**src/rtl/vram_arbiter.sv**
```systemverilog
// vram_arbiter: shares one single-port synchronous video RAM between the video
// character-fetch path (priority) and the Z80 CPU bus. The CPU is forced through
// after MAX_WAIT lost slots. The video fetch it displaces is reported as a miss
// and counted.
module vram_arbiter #(
    parameter int ADDR_W   = 11,
    parameter int DATA_W   = 8,
    parameter int MAX_WAIT = 4,
    parameter int CNT_W    = 16
) (
    input  logic              clk,
    input  logic              reset,
    input  logic              cpu_req,
    input  logic              cpu_we,
    input  logic [ADDR_W-1:0] cpu_addr,
    input  logic [DATA_W-1:0] cpu_wdata,
    output logic [DATA_W-1:0] cpu_rdata,
    output logic              cpu_ack,
    output logic              cpu_wait,
    input  logic              vid_req,
    input  logic [ADDR_W-1:0] vid_addr,
    output logic [DATA_W-1:0] vid_data,
    output logic              vid_valid,
    output logic              vid_miss,
    output logic [CNT_W-1:0]  miss_count,
    output logic [ADDR_W-1:0] ram_addr,
    output logic              ram_we,
    output logic [DATA_W-1:0] ram_wdata,
    input  logic [DATA_W-1:0] ram_rdata
);

    typedef enum logic [1:0] {
        C_IDLE   = 2'd0,
        C_PEND   = 2'd1,
        C_ISSUED = 2'd2
    } cpu_state_t;

    localparam logic [3:0] MAX_WAIT_C = 4'(MAX_WAIT);

    cpu_state_t state_reg, state_next;
    logic [3:0] wait_cnt_reg, wait_cnt_next;

    // Pipeline flags: stage 1 follows the address edge, stage 2 is the cycle
    // in which the RAM read data is on ram_rdata.
    logic cpu_wr_p1_reg, cpu_rd_p1_reg, vid_p1_reg, miss_p1_reg;
    logic cpu_rd_p2_reg, vid_p2_reg, miss_p2_reg;

    logic cpu_cand, force_cpu, cpu_grant, vid_grant, vid_drop, ack_rise;

    // Arbitration for this edge. The CPU cannot start another access while
    // its previous one is still in flight.
    always_comb begin
        cpu_cand  = cpu_req && (state_reg != C_ISSUED);
        force_cpu = cpu_cand && (wait_cnt_reg == MAX_WAIT_C);
        cpu_grant = cpu_cand && (force_cpu || !vid_req);
        vid_grant = vid_req && !force_cpu;
        vid_drop  = vid_req && force_cpu;
        ack_rise  = cpu_wr_p1_reg || cpu_rd_p2_reg;
    end

    // CPU FSM next state and lost-slot counter.
    always_comb begin
        state_next    = state_reg;
        wait_cnt_next = wait_cnt_reg;
        case (state_reg)
            C_IDLE: begin
                if (cpu_req) state_next = cpu_grant ? C_ISSUED : C_PEND;
            end
            C_PEND: begin
                if (!cpu_req)      state_next = C_IDLE;
                else if (cpu_grant) state_next = C_ISSUED;
            end
            C_ISSUED: begin
                if (ack_rise) state_next = C_IDLE;
            end
            default: state_next = C_IDLE;
        endcase
        if (cpu_grant || (state_reg == C_PEND && !cpu_req))
            wait_cnt_next = 4'd0;
        else if (cpu_cand && vid_grant)
            wait_cnt_next = wait_cnt_reg + 4'd1;
    end

    // FSM state, lost-slot counter and registered wait flag.
    always_ff @(posedge clk or posedge reset) begin
        if (reset) begin
            state_reg    <= C_IDLE;
            wait_cnt_reg <= 4'd0;
            cpu_wait     <= 1'b0;
        end else begin
            state_reg    <= state_next;
            wait_cnt_reg <= wait_cnt_next;
            cpu_wait     <= (state_next == C_PEND);
        end
    end

    // Registered RAM port: the winner's address goes out on the grant edge.
    always_ff @(posedge clk or posedge reset) begin
        if (reset) begin
            ram_addr  <= '0;
            ram_we    <= 1'b0;
            ram_wdata <= '0;
        end else if (cpu_grant) begin
            ram_addr  <= cpu_addr;
            ram_we    <= cpu_we;
            ram_wdata <= cpu_wdata;
        end else if (vid_grant) begin
            ram_addr  <= vid_addr;
            ram_we    <= 1'b0;
        end else begin
            ram_we    <= 1'b0;
        end
    end

    // Access tracking pipeline; a reset discards anything in flight.
    always_ff @(posedge clk or posedge reset) begin
        if (reset) begin
            cpu_wr_p1_reg <= 1'b0;
            cpu_rd_p1_reg <= 1'b0;
            vid_p1_reg    <= 1'b0;
            miss_p1_reg   <= 1'b0;
            cpu_rd_p2_reg <= 1'b0;
            vid_p2_reg    <= 1'b0;
            miss_p2_reg   <= 1'b0;
        end else begin
            cpu_wr_p1_reg <= cpu_grant && cpu_we;
            cpu_rd_p1_reg <= cpu_grant && !cpu_we;
            vid_p1_reg    <= vid_grant;
            miss_p1_reg   <= vid_drop;
            cpu_rd_p2_reg <= cpu_rd_p1_reg;
            vid_p2_reg    <= vid_p1_reg;
            miss_p2_reg   <= miss_p1_reg;
        end
    end

    // Completion pulses, captured read data and the saturating miss counter.
    always_ff @(posedge clk or posedge reset) begin
        if (reset) begin
            cpu_ack    <= 1'b0;
            cpu_rdata  <= '0;
            vid_valid  <= 1'b0;
            vid_miss   <= 1'b0;
            vid_data   <= '0;
            miss_count <= '0;
        end else begin
            cpu_ack   <= ack_rise;
            vid_valid <= vid_p2_reg;
            vid_miss  <= miss_p2_reg;
            if (cpu_rd_p2_reg) cpu_rdata <= ram_rdata;
            if (vid_p2_reg)    vid_data  <= ram_rdata;
            if (miss_p2_reg && (miss_count != {CNT_W{1'b1}}))
                miss_count <= miss_count + 1'b1;
        end
    end

endmodule
```
**config.mk**
```make
export PLATFORM = sky130hd
export DESIGN_NAME = vram_arbiter
export DESIGN_NICKNAME = d
export VERILOG_FILES = /design/src/rtl/vram_arbiter.sv
export SDC_FILE = /design/constraint.sdc
export NUM_CORES = 1
export LEC_CHECK = 0
export ABC_AREA = 0
export CAP_MARGIN = 20
export CORE_ASPECT_RATIO = 0.7
export CORE_MARGIN = 3
export CORE_UTILIZATION = 40
export DETAILED_ROUTE_END_ITERATION = 10
export PLACE_DENSITY_LB_ADDON = 0.1
export RECOVER_POWER = 100
export SYNTH_ARGS = -nofsm -noshare
export SYNTH_HDL_FRONTEND = slang
export SYNTH_SLANG_ARGS = --single-unit
```
**constraint.sdc**
```tcl
create_clock -name clk -period 2.49 [get_ports clk]
set_input_delay 0.249 -clock clk [delete_from_list [all_inputs] [get_ports clk]]
set_output_delay 0.249 -clock clk [all_outputs]
set_load 0.02 [all_outputs]
```
==> results.cfg, run 1 <==
[die]
coreArea_um2 = 6850
die_y_um = 76.8
start_util_pct = 41.9
rows = 25
io_pins = 99
fp.dieArea_um2 = 8240
die_w_um = 107

[grt]
overflow = 0
grt_max_degree = 69
grt_usage_pct = 16.4
antenna_found_initial = 0
grt_pass1_vias = 2154
grt_pass1_wl_mm = 10.5

[timing]
fin_skew_ps = 7.18
worstMarginPinSlew_ps = 1650
report.final.slew_viol_count = 69
hold_viol_final = 0
fin_crit_sh_pct = 82.5
timing.final.crit_period_ps = 2050
max_slew_margin_pct = -10.1
setup_slack_ps = 435
setup-tns-final_ps = 0
fmax_mhz = 487
finalSetupViolations = 0
whs_ps = 350
rsz0062_at_grt = no

[synthesis]
syn_nets = 280
synth_area_per_cell_um2 = 12.3
synthTopCellsByArea = dfrtp_1 (59%), mux2_2 (9.8%), mux2i_1 (4.2%)
yosysUniqueCellTypes = 38
yosysTopAreaCell = dfrtp_1
syn-cell-area_um2 = 2870
synth_edf_count = 0
synthFlopType = dfrtp_1
synth-seq-cells = 68
synth_top_area_share_pct = 59.3
postSynthCellCount = 234
synth.yosys.seq_area_share_pct = 59.3
async_flop_share_pct = 100
yosysWarnings = 0

[flow_run]
cap_violations = 1

[setup_path]
cp-end-kind = flop
crit_required_ps = 2720
critPathKind = flop to flop
cp.arrival_ps = 2280
crit_fanout = 9
startpoint_type = flop

[place]
dpl-instance-area_um2 = 3970
dp_hpwl_mm = 4.64
place_congestion = 0.837
port_buffers = 98
placedCellCount = 421
dpl_worst_slack_ps = 591

[power]
power_mw = 3.73
p_per_area_nw_per_um2 = 896
p_leak_nw = 1.85
ir_worst_vdd_mv = 0.425

[routing]
first_iter_violations = 117
vias = 2189
drc = 0
drt_wl_total_mm = 6.51
drtPass1Iterations = 5
wl_per_cell_um = 14.9
ant_nets = 0
via_per_inst = 5.01

[cells_and_area]
final_util_pct = 60.8
largest_reg_flops = 16
instances_no_fill = 437
reg_top3 = miss_count x16, ram_addr x11
layout-drive-gt1-share_pct = 13.1
area.growth.synth_to_final_pct = 45.2
final_area_um2 = 4170
largest_register = miss_count
num_antenna_cells = 0
nNetsFinal = 384
n_fill_cell = 584

[outcome]
violations = max-capacitance violations, max-slew violations
outcome = complete, but fails checks

[clock_tree]
cts_resized = 0
clock_path_buffers = 2
htreeDepth = 3
cts-root-buf = clkbuf_8
cts_tree = built
clkSinkCount = 68
clk_pin_slew_ps = 70
post_cts_buffers = 0
clk_latency_ps = 340
cts_inserted_buffers = 9
holdBufCountCts = 0

[worst_hold_path]
hp-class = flop to flop
==> synth_stat cells, types with 7 or more instances <==
master,instances
a21oi_1,16
clkbuf_1,7
dfrtp_1,68
inv_1,9
mux2_2,25
mux2i_1,12
nand2_1,10
nand3_1,11
nand4_1,8
nor2_1,8
o22ai_1,12
xnor2_1,11
==> layer usage <==
layer	GRT usage, %	part of all wire [%]
met2	22.2	41
met3	6.98	11
met1	23.3	47
met5	0	0
met4	6.26	0.98
==> final cells by class <==
type / count / area (µm²) / area share (%)
clock buffers: 9 / 124 / 2.97
clock inverters: 7 / 100 / 2.40
inverters: 9 / 33.8 / 0.811
multi-input cells: 147 / 1080 / 25.9
flip-flops and latches: 68 / 1700 / 40.9
well taps: 94 / 118 / 2.82
repair buffers: 103 / 1010 / 24.2
==> critical path, stage by stage (launching register included) <==
cell and delay, ps:
dfrtp_1 420, inv_1 80, ha_1 150, nor2b_1 210
a21oi_1 120, nor2_1 570, mux2_2 410
==> worst paths after layout <==
path | startpoint | end | slack, ps | cells past startpoint
setup / recovery | wait_cnt_reg[0] | ram_wdata[7] | 440 | 6
max in group asynchronous | reset | miss_count[15] | 590 | 3
hold reg to reg | miss_p1_reg | miss_p2_reg | 350 | 0
min in group asynchronous | reset | wait_cnt_reg[3] | 930 | 3
setup reg to reg | wait_cnt_reg[0] | ram_wdata[7] | 440 | 6
hold / removal | miss_p1_reg | miss_p2_reg | 350 | 0
==> cells by family after synthesis <==
kind of cell / synth area share [%]
fa+ha+maj: 1.66
simple gates: 10.6
compound gates: 7.29
mux: 14.0
xor+xnor: 4.28
buf+inv: 2.79
flops: 59.3
==> placed cells by master (no fill, tap or decap), types with 2 or more instances in the layout <==
cell type	n
mux2i_1	12
nor3_1	3
clkdlybuf4s50_1	41
nand3b_1	2
ha_1	3
a21oi_1	16
and2_1	2
dlygate4sd3_1	57
xor2_1	3
clkbuf_1	2
nand4_1	8
xnor2_1	11
clkbuf_8	9
buf_4	2
clkinv_4	3
dfrtp_1	68
mux2_2	24
nor4_1	3
inv_1	8
nand3_1	11
o22ai_1	12
nand2_1	10
nor2_1	9
bufinv_16	2
nand2b_1	2
==> where the power goes <==
group | switching, mW | internal, mW | total [mW]
sequential | 0.161 | 1.36 | 1.52
clock | 0.432 | 0.570 | 1.00
combinational | 0.611 | 0.601 | 1.21
total | 1.20 | 2.53 | 3.73
Power figures use the tool's default switching activity.
==> run 2, diff against run 1 <==
Clock period 2.49 ns to 1.75 ns, I/O delays scaled along.
==> run 2 against run 1 <==
  * The flow now finishes without violations
  * Clock skew is 1.5 ps higher
  * Clock-buffer cell count is 1 higher
  * Maximum frequency is 22% higher
  * First-iteration DRC count is 13% lower
  * Register-to-register slack worse by 370 ps
  * Global-route usage is 1.5 points higher
  * Hold slack hardly changed
  * Critical endpoint is now miss_count[1]
==> results.cfg, run 2 (synthesis results as in run 1) <==
[outcome]
outcome = finished clean

[timing]
fmax_mhz = 595
hold_viol_final = 0
max_slew_margin_pct = 39.6
setup-tns-final_ps = 0
worstMarginPinSlew_ps = 905
setup_slack_ps = 69.3
finalSetupViolations = 0
fin_crit_sh_pct = 96.0
report.final.slew_viol_count = 0
rsz0062_at_grt = no
timing.final.crit_period_ps = 1680
fin_skew_ps = 8.68

[cells_and_area]
final_area_um2 = 4420
largest_register = miss_count
largest_reg_flops = 16
layout-drive-gt1-share_pct = 22.6
nNetsFinal = 408
mostFrequentLayoutCell = dfrtp_1
layout_common_cells = dfrtp_1 (60), clkdlybuf4s50_1 (55), dlygate4sd3_1 (43)
num_antenna_cells = 0
reg_top3 = miss_count x16, ram_addr x11
instances_no_fill = 461
area.growth.synth_to_final_pct = 54.1

[die]
coreArea_um2 = 6850
start_util_pct = 41.9
die_y_um = 76.8
rows = 25
io_pins = 99
die_w_um = 107
fp.dieArea_um2 = 8240

[setup_path]
startpoint_type = flop
crit_required_ps = 1970
critPathKind = flop to flop
cp-end-kind = flop
crit_fanout = 5
cp.arrival_ps = 1900

[grt]
antenna_found_initial = 0
grt_usage_pct = 18.0
grt_pass1_wl_mm = 11.3
grt_pass1_vias = 2193
grt_max_degree = 69
overflow = 0

[routing]
ant_nets = 0
drt_wl_total_mm = 6.90
wl_per_cell_um = 15.0
first_iter_violations = 102
drtPass1Iterations = 4
drc = 0
vias = 2283
via_per_inst = 4.95

[place]
placedCellCount = 442
place_congestion = 0.851
dpl-instance-area_um2 = 4140
dp_hpwl_mm = 4.95
port_buffers = 98
dpl_worst_slack_ps = -11.0

[power]
p_per_area_nw_per_um2 = 1290
ir_worst_vdd_mv = 0.709
switchingPower_mw = 1.74
clock_power_share_pct = 29.7
p_comb_share_pct = 32.5
p_leak_nw = 1.92
power_mw = 5.70
sw_frac_of_total_pct = 30.4
seq_power_share_pct = 37.8
p_int_mw = 3.97

[flow_run]
cap_violations = 0

[clock_tree]
clock_path_buffers = 2
cts_tree = built
cts-root-buf = clkbuf_8
holdBufCountCts = 0
cts_inserted_buffers = 9
clk_latency_ps = 340
clkSinkCount = 68
htreeDepth = 3
clk_pin_slew_ps = 70

[worst_hold_path]
hp-class = flop to flop
-- run 2: changes by cell type in the layout (fill, tap and decap cells not counted), moves of 2 or more --
cell,delta
clkdlybuf4s50_1,+14
clkinv_4,-2
dfrtp_1,-8
dlygate4sd3_1,-14
clkbuf_2,+4
bufinv_16,+2
dfrtp_2,+8
clkinvlp_4,+2
clkbuf_4,+2
buf_4,+18
-- run 2: worst paths after layout --
| check | depth (start not counted) | endpoint | slack, ps | from |
|---|---|---|---|---|
| setup reg to reg | 5 | miss_count[1] | 70 | miss_count[0] |
| hold / removal | 0 | vid_p2_reg | 350 | vid_p1_reg |
| hold reg to reg | 0 | vid_p2_reg | 350 | vid_p1_reg |
| max in group asynchronous | 3 | miss_count[7] | 470 | reset |
| setup / recovery | 5 | miss_count[1] | 70 | miss_count[0] |
| min in group asynchronous | 3 | ram_wdata[5] | 630 | reset |
-- run 2: layer usage --
layer | up-vias | routed length, µm | GRT usage, %
li1 | 1104 | - | -
met1 | 1079 | 3420 | 25.3
met2 | 95 | 2760 | 24.6
met3 | 5 | 649 | 9.08
met4 | 0 | 68 | 4.21
met5 | - | 0 | 0
-- run 2: power groups by stage --
stage	clock network [mW]	logic [mW]	registers, mW
floorplan	0	0.651	2.52
finish	1.69	1.85	2.16
global route	1.82	2.00	2.22
CTS	1.74	1.94	2.17
global placement	0	1.90	2.19
detailed placement	0	1.93	2.20
-- run 2: final cells by class --
| class | instances | area (µm²) |
|---|---|---|
| Clock buffer | 10 | 128 |
| Clock inverter | 6 | 136 |
| Fill cell | 557 | 2430 |
| Inverter | 9 | 37.5 |
| Multi-Input combinational cell | 147 | 1110 |
| Sequential cell | 68 | 1710 |
| Tap cell | 94 | 118 |
| Timing Repair Buffer | 127 | 1180 |
-- run 2: stage by stage --
step / hold WS (ps) / utilization, %
after global placement: 334 / 60.5
after floorplan: 248 / -
after detailed placement: 335 / 60.5
after global routing: 359 / 64.5
final: 349 / 64.5
after CTS: 279 / 64.6
-- run 2: critical path, stage by stage (launching register included) --
cell     delay, ps
dfrtp_2        390
ha_4           150
nand4_1         90
or4_4          530
nand2_2        100
mux2_2         320
-- run 2: repair_timing --
item,CTS,global route
endpoints found under the hold margin,0,0
gates cloned,0,0
pin swaps,3,1
setup endpoints to repair,1,19
gates resized for setup,2,4
buffers inserted,2,1
==> run 3, diff against run 2 <==
Settings changed: RECOVER_POWER 100 to 50.
==> run 3 against run 2 <==
  * Final area rose by 0.51%
  * Hold slack barely moved
  * Clock-buffer cell count did not move
  * Clock skew barely moved
  * Core utilization rose by 0.33 points
  * Largest power group unchanged
  * Die area did not move
  * First-iteration DRC count rose by 25%
  * Final cell count did not move
==> results.cfg, run 3 (synthesis results as in run 1) <==
[power]
clock_power_share_pct = 29.2
p_per_area_nw_per_um2 = 1310
p_comb_share_pct = 33.6
switchingPower_mw = 1.76
sw_frac_of_total_pct = 30.1
seq_power_share_pct = 37.3
p_int_mw = 4.07
p_leak_nw = 1.91
ir_worst_vdd_mv = 0.712

[timing]
setup_slack_ps = 66.5
fin_crit_sh_pct = 96.2
finalSetupViolations = 0
hold_viol_final = 0
rsz0062_at_grt = no
max_slew_margin_pct = 39.6
worstMarginPinSlew_ps = 906
report.final.slew_viol_count = 0
fin_skew_ps = 8.62
timing.final.crit_period_ps = 1680
fmax_mhz = 594

[die]
fp.dieArea_um2 = 8240
io_pins = 99
die_w_um = 107
start_util_pct = 41.9
die_y_um = 76.8
rows = 25
coreArea_um2 = 6850

[grt]
grt_pass1_vias = 2193
grt_usage_pct = 18.0
overflow = 0
grt_pass1_wl_mm = 11.3
grt_max_degree = 69
antenna_found_initial = 0

[setup_path]
cp_slowest_cell = or4_4
cp.arrival_ps = 1910
worstSetupEndpoint = miss_count[1]
critPathKind = flop to flop
cp_slowest_stage_delay_ps = 530
ff2ff_path_depth = 5
regToRegSetupSlack_ps = 70
cp-end-kind = flop
crit_fanout = 5
r2r_end = miss_count[1]
cp.depth = 5
cp_cell_sequence = ha_4, nand4_1, or4_4, nand2_2, mux2_2
worst-path-buf-inv = 0
critPathTopFamily = simple AND/OR/NAND/NOR gates
startpoint = miss_count[0]
startpoint_type = flop
r2r-start = miss_count[0]
crit_required_ps = 1980

[routing]
drc = 0
ant_nets = 0
wl_met3_um = 696
drtPass1Iterations = 4
wl_met2_mm = 2.75
vias = 2276
drt_wl_total_mm = 6.93
top_layer_used = met4
wl_per_cell_um = 15.0
met1_length_mm = 3.42
via_per_inst = 4.94
first_iter_violations = 127

[place]
place_congestion = 0.851
dpl-instance-area_um2 = 4140
port_buffers = 98
dpl_worst_slack_ps = -11.0
dp_hpwl_mm = 4.95

[cells_and_area]
layout_common_cells = clkdlybuf4s50_1 (97), dfrtp_1 (60), buf_4 (27)
largest_reg_flops = 16
largest_register = miss_count
area.growth.synth_to_final_pct = 54.8
mostFrequentLayoutCell = clkdlybuf4s50_1
layout-drive-gt1-share_pct = 23.4
n_fill_cell = 553
num_antenna_cells = 0
final_area_um2 = 4440
reg_top3 = miss_count x16, ram_addr x11
nNetsFinal = 408

[clock_tree]
cts-root-buf = clkbuf_8
cts_tree = built
clk_latency_ps = 340
htreeDepth = 3
clk_pin_slew_ps = 70
clock_path_buffers = 2
cts_inserted_buffers = 9
holdBufCountCts = 0
clkSinkCount = 68

[worst_hold_path]
hp-class = flop to flop
hold_path_depth = 0

[outcome]
outcome = finished clean

[flow_run]
cap_violations = 0
==> run 3: cell types whose count changed in the layout (fill, tap and decap cells not counted) <==
cell,delta
clkdlybuf4s50_1,+42
dlygate4sd3_1,-42
buf_4,+7
clkbuf_2,-4
clkbuf_1,-2
clkbuf_4,-1
o31ai_1,-1
o31ai_2,+1
==> run 3: repair_timing <==
item,in CTS,in global routing
pin swaps,3,1
setup endpoints to repair,1,19
setup buffers,2,1
resized for setup,2,4
==> run 3: layer usage <==
layer  track usage [%]  up-vias
li1                  -     1097
met3              9.08        5
met5                 0        -
met4              4.21        0
met2              24.6      102
met1              25.3     1072
==> run 3: worst min-delay path by stage <==
stage	startpoint	to
after floorplan	cpu_we	cpu_rd_p1_reg
after detailed placement	cpu_rd_p1_reg	cpu_rd_p2_reg
after global placement	miss_p1_reg	miss_p2_reg
final	vid_p1_reg	vid_p2_reg
after global routing	miss_p1_reg	miss_p2_reg
after CTS	reset	ram_wdata[0]
==> run 3: through the flow <==
stage | power [mW] | std cells | util (%) | setup TNS, ps | hold WS (ps)
finish | 5.83 | 461 | 64.8 | 0 | 349
global route | 6.16 | 461 | 64.8 | 0 | 359
CTS | 5.85 | 460 | 64.6 | 0 | 279
detailed placement | 4.13 | 442 | 60.5 | -11.0 | 335
global placement | 4.09 | 442 | 60.5 | 0 | 334
floorplan | 3.17 | 234 | - | 0 | 248
==> run 3: area by class of cell <==
class | instances | area [µm²] | share of cell area (%)
clock buffer | 10 | 128 | 2.87
inverter | 9 | 37.5 | 0.845
sequential | 68 | 1710 | 38.5
multi-input combinational | 147 | 1110 | 25.1
clock inverter | 6 | 136 | 3.07
tap | 94 | 118 | 2.65
timing repair buffer | 127 | 1200 | 26.9
==> run 3: power by group through the flow <==
| stage | Combinational [mW] | Clock, mW | Sequential [mW] |
|---|---|---|---|
| 2_1_floorplan | 0.651 | 0 | 2.52 |
| 3_3_place_gp | 1.90 | 0 | 2.19 |
| 3_5_place_dp | 1.93 | 0 | 2.20 |
| 4_1_cts | 1.94 | 1.74 | 2.17 |
| 5_1_grt | 2.11 | 1.82 | 2.23 |
| 6_report | 1.96 | 1.70 | 2.17 |
